## src/rtl/frac_pkg.sv

```systemverilog
// Shared definitions for the Q0.FW fraction blocks: default widths, FSM states and rounding constant.
// Widths match the Divider that produces the fractions consumed here.
package frac_pkg;
  localparam int FRAC_W = 8;
  localparam int INT_W  = 7;
  localparam int HALF   = 1 << (FRAC_W - 1);

  typedef enum logic [1:0] {IDLE, RUN, DONE} state_t;
endpackage

```

## src/rtl/frac_round.sv

```systemverilog
// Integer part of a Q(IW).(FW) value, round-half-up when ROUND != 0, truncated otherwise.
// Purely combinational; the add cannot overflow because the product never reaches 2^(IW+FW) - 2^(FW-1).
module frac_round
  import frac_pkg::*;
#(
  parameter int IW    = INT_W,
  parameter int FW    = FRAC_W,
  parameter int ROUND = 1
) (
  input  logic [IW+FW-1:0] acc,
  output logic [IW-1:0]    int_out
);

  localparam int AW = IW + FW;
  localparam logic [AW:0] RND = (ROUND != 0) ? ((AW + 1)'(1) << (FW - 1)) : '0;

  logic [AW:0] sum;
  logic        unused_bits;

  assign sum         = {1'b0, acc} + RND;
  assign int_out     = sum[AW-1:FW];
  assign unused_bits = ^{sum[AW], sum[FW-1:0]};

endmodule

```

## src/rtl/frac_mul.sv

```systemverilog
// Serial shift-add multiplier: unsigned IW-bit operand times Q0.FW fraction, one fraction bit per cycle, LSB first.
// Result appears FW cycles after accept and holds under backpressure; DONE can accept the next pair on the handoff edge.
module frac_mul
  import frac_pkg::*;
#(
  parameter int IW    = INT_W,
  parameter int FW    = FRAC_W,
  parameter int ROUND = 1
) (
  input  logic             clk,
  input  logic             rst,
  input  logic             in_valid,
  output logic             in_ready,
  input  logic [IW-1:0]    operand,
  input  logic [FW-1:0]    frac,
  output logic             out_valid,
  input  logic             out_ready,
  output logic [IW+FW-1:0] product,
  output logic [IW-1:0]    int_out
);

  localparam int AW = IW + FW;
  localparam int CW = (FW > 1) ? $clog2(FW) : 1;
  localparam logic [CW-1:0] LAST = CW'(FW - 1);

  state_t        state;
  logic [CW-1:0] cnt;
  logic [AW-1:0] acc;
  logic [AW-1:0] acc_next;
  logic [AW-1:0] addend;
  logic [IW-1:0] op_reg;
  logic [FW-1:0] frac_reg;
  logic [IW-1:0] int_next;
  logic          accept;

  assign in_ready  = (state == IDLE) | ((state == DONE) & out_ready);
  assign out_valid = (state == DONE);
  assign accept    = in_valid & in_ready;

  assign addend   = AW'(op_reg) << cnt;
  assign acc_next = frac_reg[cnt] ? (acc + addend) : acc;

  // Rounding sees acc_next so product and int_out register together on the last RUN edge.
  frac_round #(
    .IW   (IW),
    .FW   (FW),
    .ROUND(ROUND)
  ) u_round (
    .acc    (acc_next),
    .int_out(int_next)
  );

  always_ff @(posedge clk or negedge rst) begin
    if (!rst) begin
      state    <= IDLE;
      cnt      <= '0;
      acc      <= '0;
      op_reg   <= '0;
      frac_reg <= '0;
      product  <= '0;
      int_out  <= '0;
    end else begin
      case (state)
        IDLE, DONE: begin
          if (accept) begin
            op_reg   <= operand;
            frac_reg <= frac;
            acc      <= '0;
            cnt      <= '0;
            state    <= RUN;
          end else if ((state == DONE) && out_ready) begin
            state <= IDLE;
          end
        end
        RUN: begin
          acc <= acc_next;
          cnt <= cnt + CW'(1);
          if (cnt == LAST) begin
            product <= acc_next;
            int_out <= int_next;
            state   <= DONE;
          end
        end
        default: state <= IDLE;
      endcase
    end
  end

endmodule
```

## config.mk

```make
export PLATFORM = sky130hd
export DESIGN_NAME = frac_mul
export DESIGN_NICKNAME = d
export VERILOG_FILES = /design/src/rtl/frac_pkg.sv /design/src/rtl/frac_round.sv /design/src/rtl/frac_mul.sv
export SDC_FILE = /design/constraint.sdc
export NUM_CORES = 1
export LEC_CHECK = 0
export CAP_MARGIN = 20
export CORE_MARGIN = 10
export CORE_UTILIZATION = 58
export CTS_BUF_LIST = sky130_fd_sc_hd__clkbuf_2 sky130_fd_sc_hd__clkbuf_4 sky130_fd_sc_hd__clkbuf_8
export DETAILED_ROUTE_END_ITERATION = 8
export PLACE_DENSITY = 0.91
export SYNTH_ARGS = -nofsm -noshare
export SYNTH_HDL_FRONTEND = slang
export SYNTH_SLANG_ARGS = --single-unit
```

## constraint.sdc

```tcl
create_clock -name clk -period 4.9 [get_ports clk]
set_input_delay 0.98 -clock clk [delete_from_list [all_inputs] [get_ports clk]]
set_output_delay 0.98 -clock clk [all_outputs]
set_load 0.1 [all_outputs]
```

==> results.md <==
- The flow ran to the end, and the final reports show no timing, DRC or antenna violations.
- The width of the die is 97.40 um.
- The number of hold-slack violations in the final timing report is 0.
- Global routing consumed, on the met2 layer, 31.48% of the routing resources.
- Wires add up to 8.329 mm.
- The worst register-to-register path has a depth of 11.
- The clock reaches the later pin of the worst-skew pair after ~0.34 ns.
- The buffer count from post-CTS setup fixing is 0.
- After clock tree synthesis, the clock-pin slew on the worst setup and hold paths is about 0.07 ns.
- The critical path start-end classification is reg2reg.
- Relative to the synthesized area, the layout overhead comes to 19.91%.
- Gates resized during post-CTS repair numbered 0.
- The synthesized design contains between 50 and 60 register bits.
- The transition at the pin with the smallest max-transition slack is between 0.9 and 1 ns.
- The number of buffers created by CTS is 9.
- The die area is ~9500 um2.
- In this run, the number of DRC markers left after iteration 0 of detailed routing was 175.
- The worst setup path is launched from a register.
- The pin count of the biggest net entering global routing is 58.
- The hold-fix buffer count after cts is 0.
- In this run the tool buffered the top-level ports with between 40 and 50 buffer cells.
- 0 antenna diodes ended up in the layout.
- The via count of the first global-routing pass came to 3048.
- Global routing finished with a remaining overflow of 0.
- The count of unique library cells instantiated by Yosys is just under 50.
- The most used standard cell by instance count after synthesis is sky130_fd_sc_hd__dfrtp_1.
- The startpoint identified for the worst register-to-register timing path is cnt[1].
- The predominant post-synthesis flop cell is sky130_fd_sc_hd__dfrtp_1.
- In the post-synthesis netlist, the biggest area contributors are sky130_fd_sc_hd__dfrtp_1 41%, sky130_fd_sc_hd__mux2_2 6.8%, sky130_fd_sc_hd__ha_1 6.1%, sky130_fd_sc_hd__nand2_1 5.6%, sky130_fd_sc_hd__o21ai_0 4.6%.
- The maximum clock frequency is 247.3 MHz.
- The data arrival at the endpoint of the critical path is about 4.3 ns.
- In this run, synthesis inferred 0 flip-flops with an integrated enable.
- The sequential-to-total area share from yosys stat is 41.05%.
- Before antenna repair, the detailed router went through 4 iterations.
- The share of the cycle needed by the critical path after routing is slightly above 80%.
- The standard cell area after detailed placement is 3943 um2.
- The final total negative setup slack is 0 ns.
- The tree built by TritonCTS fans out to 57 sinks.
- Dividing the detail-routed wire length by the instance count gives 17.10 um.
- The total instance count after detailed placement is around 470.
- The final max-slew violation count is 0.
- In this run the critical register-to-register path is captured at int_out[6].
- The largest driver fanout on the critical path is 14.
- The per-cell via count in the routed design is 5.922.
- Counting every instance in the synthesized netlist gives around 370.
- The die extent in y is 97.40 um.
- For this run, asynchronously set or reset flops after synthesis account for between 90% and 100%.
- Counting along the longest clock path gives a buffer depth of 2.
- The clock tree from TritonCTS is built.
- The path class of the tightest hold or removal check is reg2reg.
- By count the netlist is led by 57 x sky130_fd_sc_hd__dfrtp_1, 52 x sky130_fd_sc_hd__nand2_1, 32 x sky130_fd_sc_hd__o21ai_0.
- The top cell type by total area after synthesis is sky130_fd_sc_hd__dfrtp_1.
- The mean instance size in the synthesized netlist is 9.493 um2.
- The maximum level of the CTS H-tree is 3.
- The tool flagged a number of max-cap violations equal to 0.
- Once layout is complete, the cells apart from fillers number approximately 500.
- The highest-utilization routing layer at the global route stage is met2.
- The summed instance area of the synthesized netlist is roughly 3500 um2.
- The number of nets handed over by synthesis was 403.
- The origin of the worst setup path is cnt[1].
- The synthesized design devotes to its leading area cell type 41.05% of total area.
- The post-route clock skew is around 0.014 ns.
- The detailed router placed ~2900 vias in this run.
- The count of cells along the worst hold path is 2.
- The tree is rooted in a sky130_fd_sc_hd__clkbuf_8.
- The first global-routing pass estimated approximately 14 mm of wire.
- The number of I/O pins is 43.
- Counting I/O delays and the setup requirement, the final critical path takes 4.044 ns.
- The met1 track demand over resource in global routing is ~21%.
- The finished cells cover approximately 4200 um2.
- The global-route met3 utilization is under 10%.
- In this run the remaining antenna-violating nets after routing total 0.
- The relative slew slack is between 30% and 40%.
- In the routed design, unresolved DRC markers number 0.
- For this configuration, the core starts out at a cell density of about three fifths.
- Setup repair after global routing left no endpoint under its margin.
- The required time of the critical path is just over 5 ns.
- The final weighted congestion in routability-driven placement is slightly above 0.9.
- The initialized floorplan defines 28 standard-cell rows.
- In the final layout, the share of cells above drive strength 1 is between 10% and 20%.
- The most critical setup path has its endpoint at int_out[6].
- The capturing element type of the critical path is a register.
- The number of antenna violations at the first check in global routing is 0.
- The core region area is 5886 um2.
- The worst register-to-register path has a setup slack of roughly 0.86 ns.
- After legalization and detailed placement, the total HPWL measured 6.075 mm.
- The final layout contains between 400 and 500 nets.
- For this run, the total global-route usage over all layers was measured as ~18%.
- During synthesis, Yosys emitted a total of 0 warnings.
- Setup violations remaining at the end of the flow were counted as 0.
-- metrics by stage --
stage | hold WS [ns] | setup WS, ns | util [%]
after global placement | 0.4643 | 1.065 | 66.99
after floorplan | 0.4752 | 0.9482 | -
final | 0.4813 | 0.8561 | 70.79
after CTS | 0.4871 | 0.9130 | 70.79
after global routing | 0.5114 | 0.4607 | 70.79
after detailed placement | 0.4714 | 0.9325 | 66.99
-- cells by family after synthesis --
kind of cell	count (synthesis)	share of synthesized area (%)
simple gates	118	15.84
compound gates	102	18.51
mux	38	12.78
fa+ha+maj	18	6.698
flops	57	41.05
buf+inv	24	2.845
xor+xnor	9	2.268
-- cells in the final DEF, fill, tap and decap left out, types with 2 or more instances in the layout --
cell and instances:
sky130_fd_sc_hd__dfrtp_1 57, sky130_fd_sc_hd__nand2_1 52, sky130_fd_sc_hd__clkdlybuf4s50_1 40, sky130_fd_sc_hd__o21ai_0 32
sky130_fd_sc_hd__mux2_2 21, sky130_fd_sc_hd__nor2_1 20, sky130_fd_sc_hd__a21oi_1 19, sky130_fd_sc_hd__ha_1 17
sky130_fd_sc_hd__o22ai_1 16, sky130_fd_sc_hd__mux2i_1 14, sky130_fd_sc_hd__nand3_1 10, sky130_fd_sc_hd__clkbuf_8 10
sky130_fd_sc_hd__inv_1 8, sky130_fd_sc_hd__nor3_1 6, sky130_fd_sc_hd__a22o_1 6, sky130_fd_sc_hd__a21o_1 5
sky130_fd_sc_hd__xor2_1 5, sky130_fd_sc_hd__buf_4 5, sky130_fd_sc_hd__nor2b_1 4, sky130_fd_sc_hd__or3_1 4
sky130_fd_sc_hd__nand2b_1 4, sky130_fd_sc_hd__a211oi_1 4, sky130_fd_sc_hd__xnor2_1 4, sky130_fd_sc_hd__and2_1 3
sky130_fd_sc_hd__nand4b_1 3, sky130_fd_sc_hd__and3_1 3, sky130_fd_sc_hd__nor3b_1 3, sky130_fd_sc_hd__o31ai_1 3
sky130_fd_sc_hd__mux4_2 2, sky130_fd_sc_hd__a21boi_0 2, sky130_fd_sc_hd__o211ai_1 2, sky130_fd_sc_hd__or2_2 2
sky130_fd_sc_hd__nor4_1 2, sky130_fd_sc_hd__a31oi_1 2, sky130_fd_sc_hd__a211o_1 2, sky130_fd_sc_hd__bufinv_16 2
sky130_fd_sc_hd__clkinv_2 2
-- critical path, cell delays in order, from the launching register on --
cell and delay (ns):
sky130_fd_sc_hd__dfrtp_1 0.69, sky130_fd_sc_hd__mux2i_1 0.39, sky130_fd_sc_hd__o21ai_0 0.16, sky130_fd_sc_hd__and2_1 0.23, sky130_fd_sc_hd__ha_1 0.36, sky130_fd_sc_hd__nand4b_1 0.18, sky130_fd_sc_hd__a2111oi_0 0.59, sky130_fd_sc_hd__o21ai_0 0.23
sky130_fd_sc_hd__mux2i_1 0.19, sky130_fd_sc_hd__or3_1 0.40, sky130_fd_sc_hd__o31a_1 0.31, sky130_fd_sc_hd__o31ai_2 0.22
-- area by class of cell --
class	count	area (um2)
Multi-Input combinational cell	285	1949
Fill cell	448	1719
Sequential cell	57	1426
Timing Repair Buffer	46	442.9
Clock buffer	11	145.1
Tap cell	75	93.84
Clock inverter	5	78.83
Inverter	8	30.03
-- worst min path at each step --
| stage | from | endpoint | slack [ns] |
|---|---|---|---|
| 2_1_floorplan | frac_reg[2] | frac_reg[2] | 0.48 |
| 3_3_place_gp | product[5] | product[5] | 0.46 |
| 3_5_place_dp | product[2] | product[2] | 0.47 |
| 4_1_cts | product[2] | product[2] | 0.49 |
| 5_1_grt | product[11] | product[11] | 0.51 |
| 6_report | product[7] | product[7] | 0.48 |
-- metal layers --
layer / vias up / share of wire, %
li1: 1421 / -
met1: 1377 / 41
met2: 64 / 52
met3: 22 / 4.0
met4: 0 / 2.6
met5: - / 0
Power is left out: the tool's default activity adds up to more than one toggle a clock period on the data nets, which glitch-free logic cannot reach.
==> RTL edit 1: new RTL, config.mk and constraints unchanged <==
`ROUND` is set to 1 in 2 places; all go to 0.
--- a/src/rtl/frac_round.sv
+++ b/src/rtl/frac_round.sv
@@ -5,7 +5,7 @@
 #(
   parameter int IW    = INT_W,
   parameter int FW    = FRAC_W,
-  parameter int ROUND = 1
+  parameter int ROUND = 0
 ) (
   input  logic [IW+FW-1:0] acc,
   output logic [IW-1:0]    int_out
--- a/src/rtl/frac_mul.sv
+++ b/src/rtl/frac_mul.sv
@@ -5,7 +5,7 @@
 #(
   parameter int IW    = INT_W,
   parameter int FW    = FRAC_W,
-  parameter int ROUND = 1
+  parameter int ROUND = 0
 ) (
   input  logic             clk,
   input  logic             rst,
Check against the original RTL: not equivalent (Yosys sat finds a counterexample within 10 cycles, from zero or initial values and one cycle with rst low).
==> RTL edit 1 against the original RTL <==
  * Sequential cell count shrank 7
  * Setup slack gained 0.74 ns
  * Largest cell class unchanged
  * Area after synthesis shrank 11%
  * Highest routed layer unchanged
  * Critical path type unchanged
  * Via count shrank 15%
  * Design area shrank 14%
  * Global-route usage shrank 2.1 points
  * Wire length shrank 21%
  * Count of clock-buffer cells in the layout shrank 4
Power is left out: the tool's default activity adds up to more than one toggle a clock period on the data nets, which glitch-free logic cannot reach.
==> RTL edit 1: results (changes against the original RTL) <==
outcome=finished clean; total number of vias=2462 (-15%); Worst-path clk slew=0.09 ns (+0.02 ns); grt met1 use=0.203 (-0.00405); syn_nets=363 (-9.9%); Met3 Routed Length=366 um (+8.9%); Worst Skew=0.00960 ns (-0.00396 ns); dpl hpwl=4960 um (-18%); design area=3590 um2 (-14%); Crit Path Max Fanout=13 (-1); layout cell share with drive strength beyond 1=0.110 (-0.0142); placed cells=417 (-11%); Synth cell types=44 (-10%); Clock Latency Late Sink=0.31 ns (-0.03 ns); met3 track demand over resource=0.0384 (+0.00850); H-tree depth=2 (-1); nets=391 (-12%); Setup WS pre-CTS=1.61 ns (+0.680 ns); crit path to=product[12]; total clock buffers created by CTS=5 (-4); Register-to-Register Path Depth=10 (-1); reg-to-reg startpoint=cnt[0]; GRT Overall Usage=0.160 (-0.0213); Area after DPL=3470 um2 (-12%); DR WL/cell=15.5 um (-9.3%); final WL=6610 um (-21%); Synth area leaders=dfrtp_1, mux2_2, ha_1; wl on met1=3010 um (-13%); Seq/Total Area, Yosys=0.404 (-0.00647); met2 global-route usage=0.262 (-0.0531); GPL Wtd Cong=0.910 (-2.1%); Iter 0 DRT Violations=129 (-26%); Max-slew headroom=0.343 (+0.00288); Arr. time, crit path=3.50 ns (-0.80 ns); first-pass GRT wire length=11600 um (-20%); largest net degree at the start of global routing=51 (-12%); most frequent cells after synthesis=dfrtp_1, nand2_1, nand3_1, nor2_1, mux2_2
RTL edit 1: cell types whose count changed after synthesis, moves of 11 or more:
cell     change
o21ai_1     +19
o21ai_0     -26
buf_4       +11
nand3_1     +17
nand2_1     -20
o22ai_1     -12
RTL edit 1: critical path, cell delays in order, from the launching register on:
cell	delay (ns)
dfrtp_1	0.68
mux2_2	0.41
o21ai_0	0.24
o22ai_1	0.12
ha_1	0.41
and3_1	0.22
a221oi_2	0.37
o21ai_2	0.17
a31oi_2	0.27
mux2i_1	0.22
nand3_1	0.09
RTL edit 1: cell type report:
type | instances | area share
well taps | 70 | 0.0244
inverters | 8 | 0.00835
clock inverters | 1 | 0.00139
clock buffers | 7 | 0.0251
multi-input cells | 245 | 0.466
flip-flops and latches | 50 | 0.348
repair buffers | 45 | 0.127
RTL edit 1: cells by family after synthesis:
kind of cell	share of synthesized area
simple gates	0.158
xor+xnor	0.0339
flops	0.404
mux	0.130
buf+inv	0.0549
fa+ha+maj	0.0711
compound gates	0.147
==> RTL edit 2: new RTL, same flow settings <==
Without the edit above. Encoding of `state_t`: now one-hot (3 bits for 3 states).
--- a/src/rtl/frac_pkg.sv
+++ b/src/rtl/frac_pkg.sv
@@ -5,6 +5,6 @@
   localparam int INT_W  = 7;
   localparam int HALF   = 1 << (FRAC_W - 1);
 
-  typedef enum logic [1:0] {IDLE, RUN, DONE} state_t;
+  typedef enum logic [2:0] {IDLE = 3'b001, RUN = 3'b010, DONE = 3'b100} state_t;
 endpackage
 
Check against the original RTL: no difference found for any inputs over 4 cycles, from zero or initial values and one cycle with rst low; so few cycles prove little.
==> RTL edit 2 against the original RTL <==
  * Sequential cell count up 1
  * Wire length up 2.4%
  * Die area up 1.4%
  * Worst hold slack worse by 0.0096 ns
  * Setup slack worse by 0.38 ns
  * Critical path depth up 3
  * Area after synthesis up 1.7%
  * First-iteration DRC count up 23%
  * Maximum frequency down 8.5%
  * Design area up 2.9%
  * Critical path type unchanged
==> RTL edit 2: results (changes against the original RTL) <==
initial antenna violation count=0 (unchanged); most frequent cells after synthesis=nand2_1, dfrtp_1, o21ai_0, nor2_1, ha_1; hold path start=frac_reg[4]; # diodes=0 (unchanged); Synth cell types=58 (+18%); TritonRoute pass-1 iters=5 (+1); nets=473 (+6.5%); total clock buffers created by CTS=9 (unchanged); Iter 0 DRT Violations=216 (+23%); CTS root buf=clkbuf_8; largest net degree at the start of global routing=59 (+1.7%); WS Path Type=flip-flop to flip-flop; outcome=finished clean; met3 track demand over resource=0.0557 (+0.0258); Max-slew headroom=0.342 (+0.00225); number of global-route vias before repair=3037 (-0.36%); grt met1 use=0.209 (+0.00220); dpl hpwl=6070 um (about the same); H-tree depth=3 (unchanged); vias per cell=5.99 (+1.1%); Arr. time, crit path=4.64 ns (+0.34 ns); Min-Delay Path Class=flip-flop to flip-flop; Seq/Total Area, Yosys=0.411 (+0.000459); Clock Latency Late Sink=between 0.3 and 0.4 ns; GPL Wtd Cong=0.923 (-0.81%); first-pass GRT wire length=14400 um (-0.34%); met2 global-route usage=0.292 (-0.0224); Synth area leaders=dfrtp_1, nand2_1, ha_1; layout cell share with drive strength beyond 1=0.104 (-0.0195); DR WL/cell=16.5 um (-3.3%); yosys warns=0 (unchanged); reg-to-reg startpoint=cnt[1]; Worst-path clk slew=roughly 0.060 ns; syn_nets=432 (+7.2%); Crit Path Max Fanout=14 (unchanged); GRT Overall Usage=0.178 (-0.00338); Worst Skew=0.00616 ns (-0.00740 ns)
-- RTL edit 2: changes by cell type after synthesis, sizes merged, moves of 4 or more --
cell and delta:
a21oi -5, and2 +4, mux2 -13, nand2 +31, nand3 +6, nor2 +7, o211ai +4, o21ai +5
o22ai -12
-- RTL edit 2: final cells by class --
type                            instances  area [um2]
Tap cell                               75        93.8
Fill cell                             433        1630
Clock buffer                           11         145
Multi-Input combinational cell        309        1980
Sequential cell                        58        1450
Timing Repair Buffer                   47         450
Clock inverter                          5         125
Inverter                               11        41.3
-- RTL edit 2: what timing repair did --
action | CTS | global route
hold buffers | 0 | 0
gates resized for setup | 0 | 1
setup endpoints to repair | 0 | 1
-- RTL edit 2: path summary, 6_finish.rpt --
| kind | cells after the start | to | slack (ns) |
|---|---|---|---|
| max | 14 | int_out[5] | 0.48 |
| min | 2 | frac_reg[4] | 0.47 |
| max reg2reg | 14 | int_out[5] | 0.48 |
| min reg2reg | 2 | frac_reg[4] | 0.47 |
| max in group asynchronous | 2 | cnt[1] | 3.61 |
| min in group asynchronous | 2 | product[4] | 0.77 |
-- RTL edit 2: logic make-up after synthesis --
logic type,after synthesis,share of synthesized area
DFF,58,0.411
adders and majority gates,18,0.0658
muxes,25,0.0818
xor gates and xnor gates,9,0.0223
buffers and inverters,28,0.0297
AOI/OAI and AO/OA,94,0.179
and+or+nand+nor,163,0.211
-- RTL edit 2: where the power goes --
part / switching (mW) / internal, mW / total, mW
Sequential: 0.129 / 0.593 / 0.722
Clock: 0.193 / 0.408 / 0.601
Combinational: 0.712 / 0.451 / 1.16
Total: 1.03 / 1.45 / 2.49
-- RTL edit 2: worst max-delay path, stage by stage, from the launching register on --
cell and delay, ns:
dfrtp_2 0.57, mux2_2 0.40, mux2_2 0.28, nor2_1 0.08, a21oi_1 0.05, ha_1 0.36, a21o_1 0.25, a221oi_1 0.47
o21ai_0 0.28, a311oi_1 0.48, nor2_1 0.15, o31a_1 0.35, nor4_1 0.32, xor2_1 0.16, o21ai_0 0.08
-- RTL edit 2: metal layers --
layer / share of wire / up-vias
li1: - / 1491
met5: 0 / -
met4: 0.019 / 0
met2: 0.48 / 111
met1: 0.44 / 1469
met3: 0.066 / 19
-- RTL edit 2: stage by stage --
stage | std cells | instance area, um2 | setup WS [ns]
global route | 516 | 4290 | 0.140
global placement | 500 | 4020 | 0.630
floorplan | 395 | 3530 | 0.699
CTS | 516 | 4290 | 0.375
detailed placement | 500 | 4020 | 0.446
finish | 516 | 4290 | 0.479
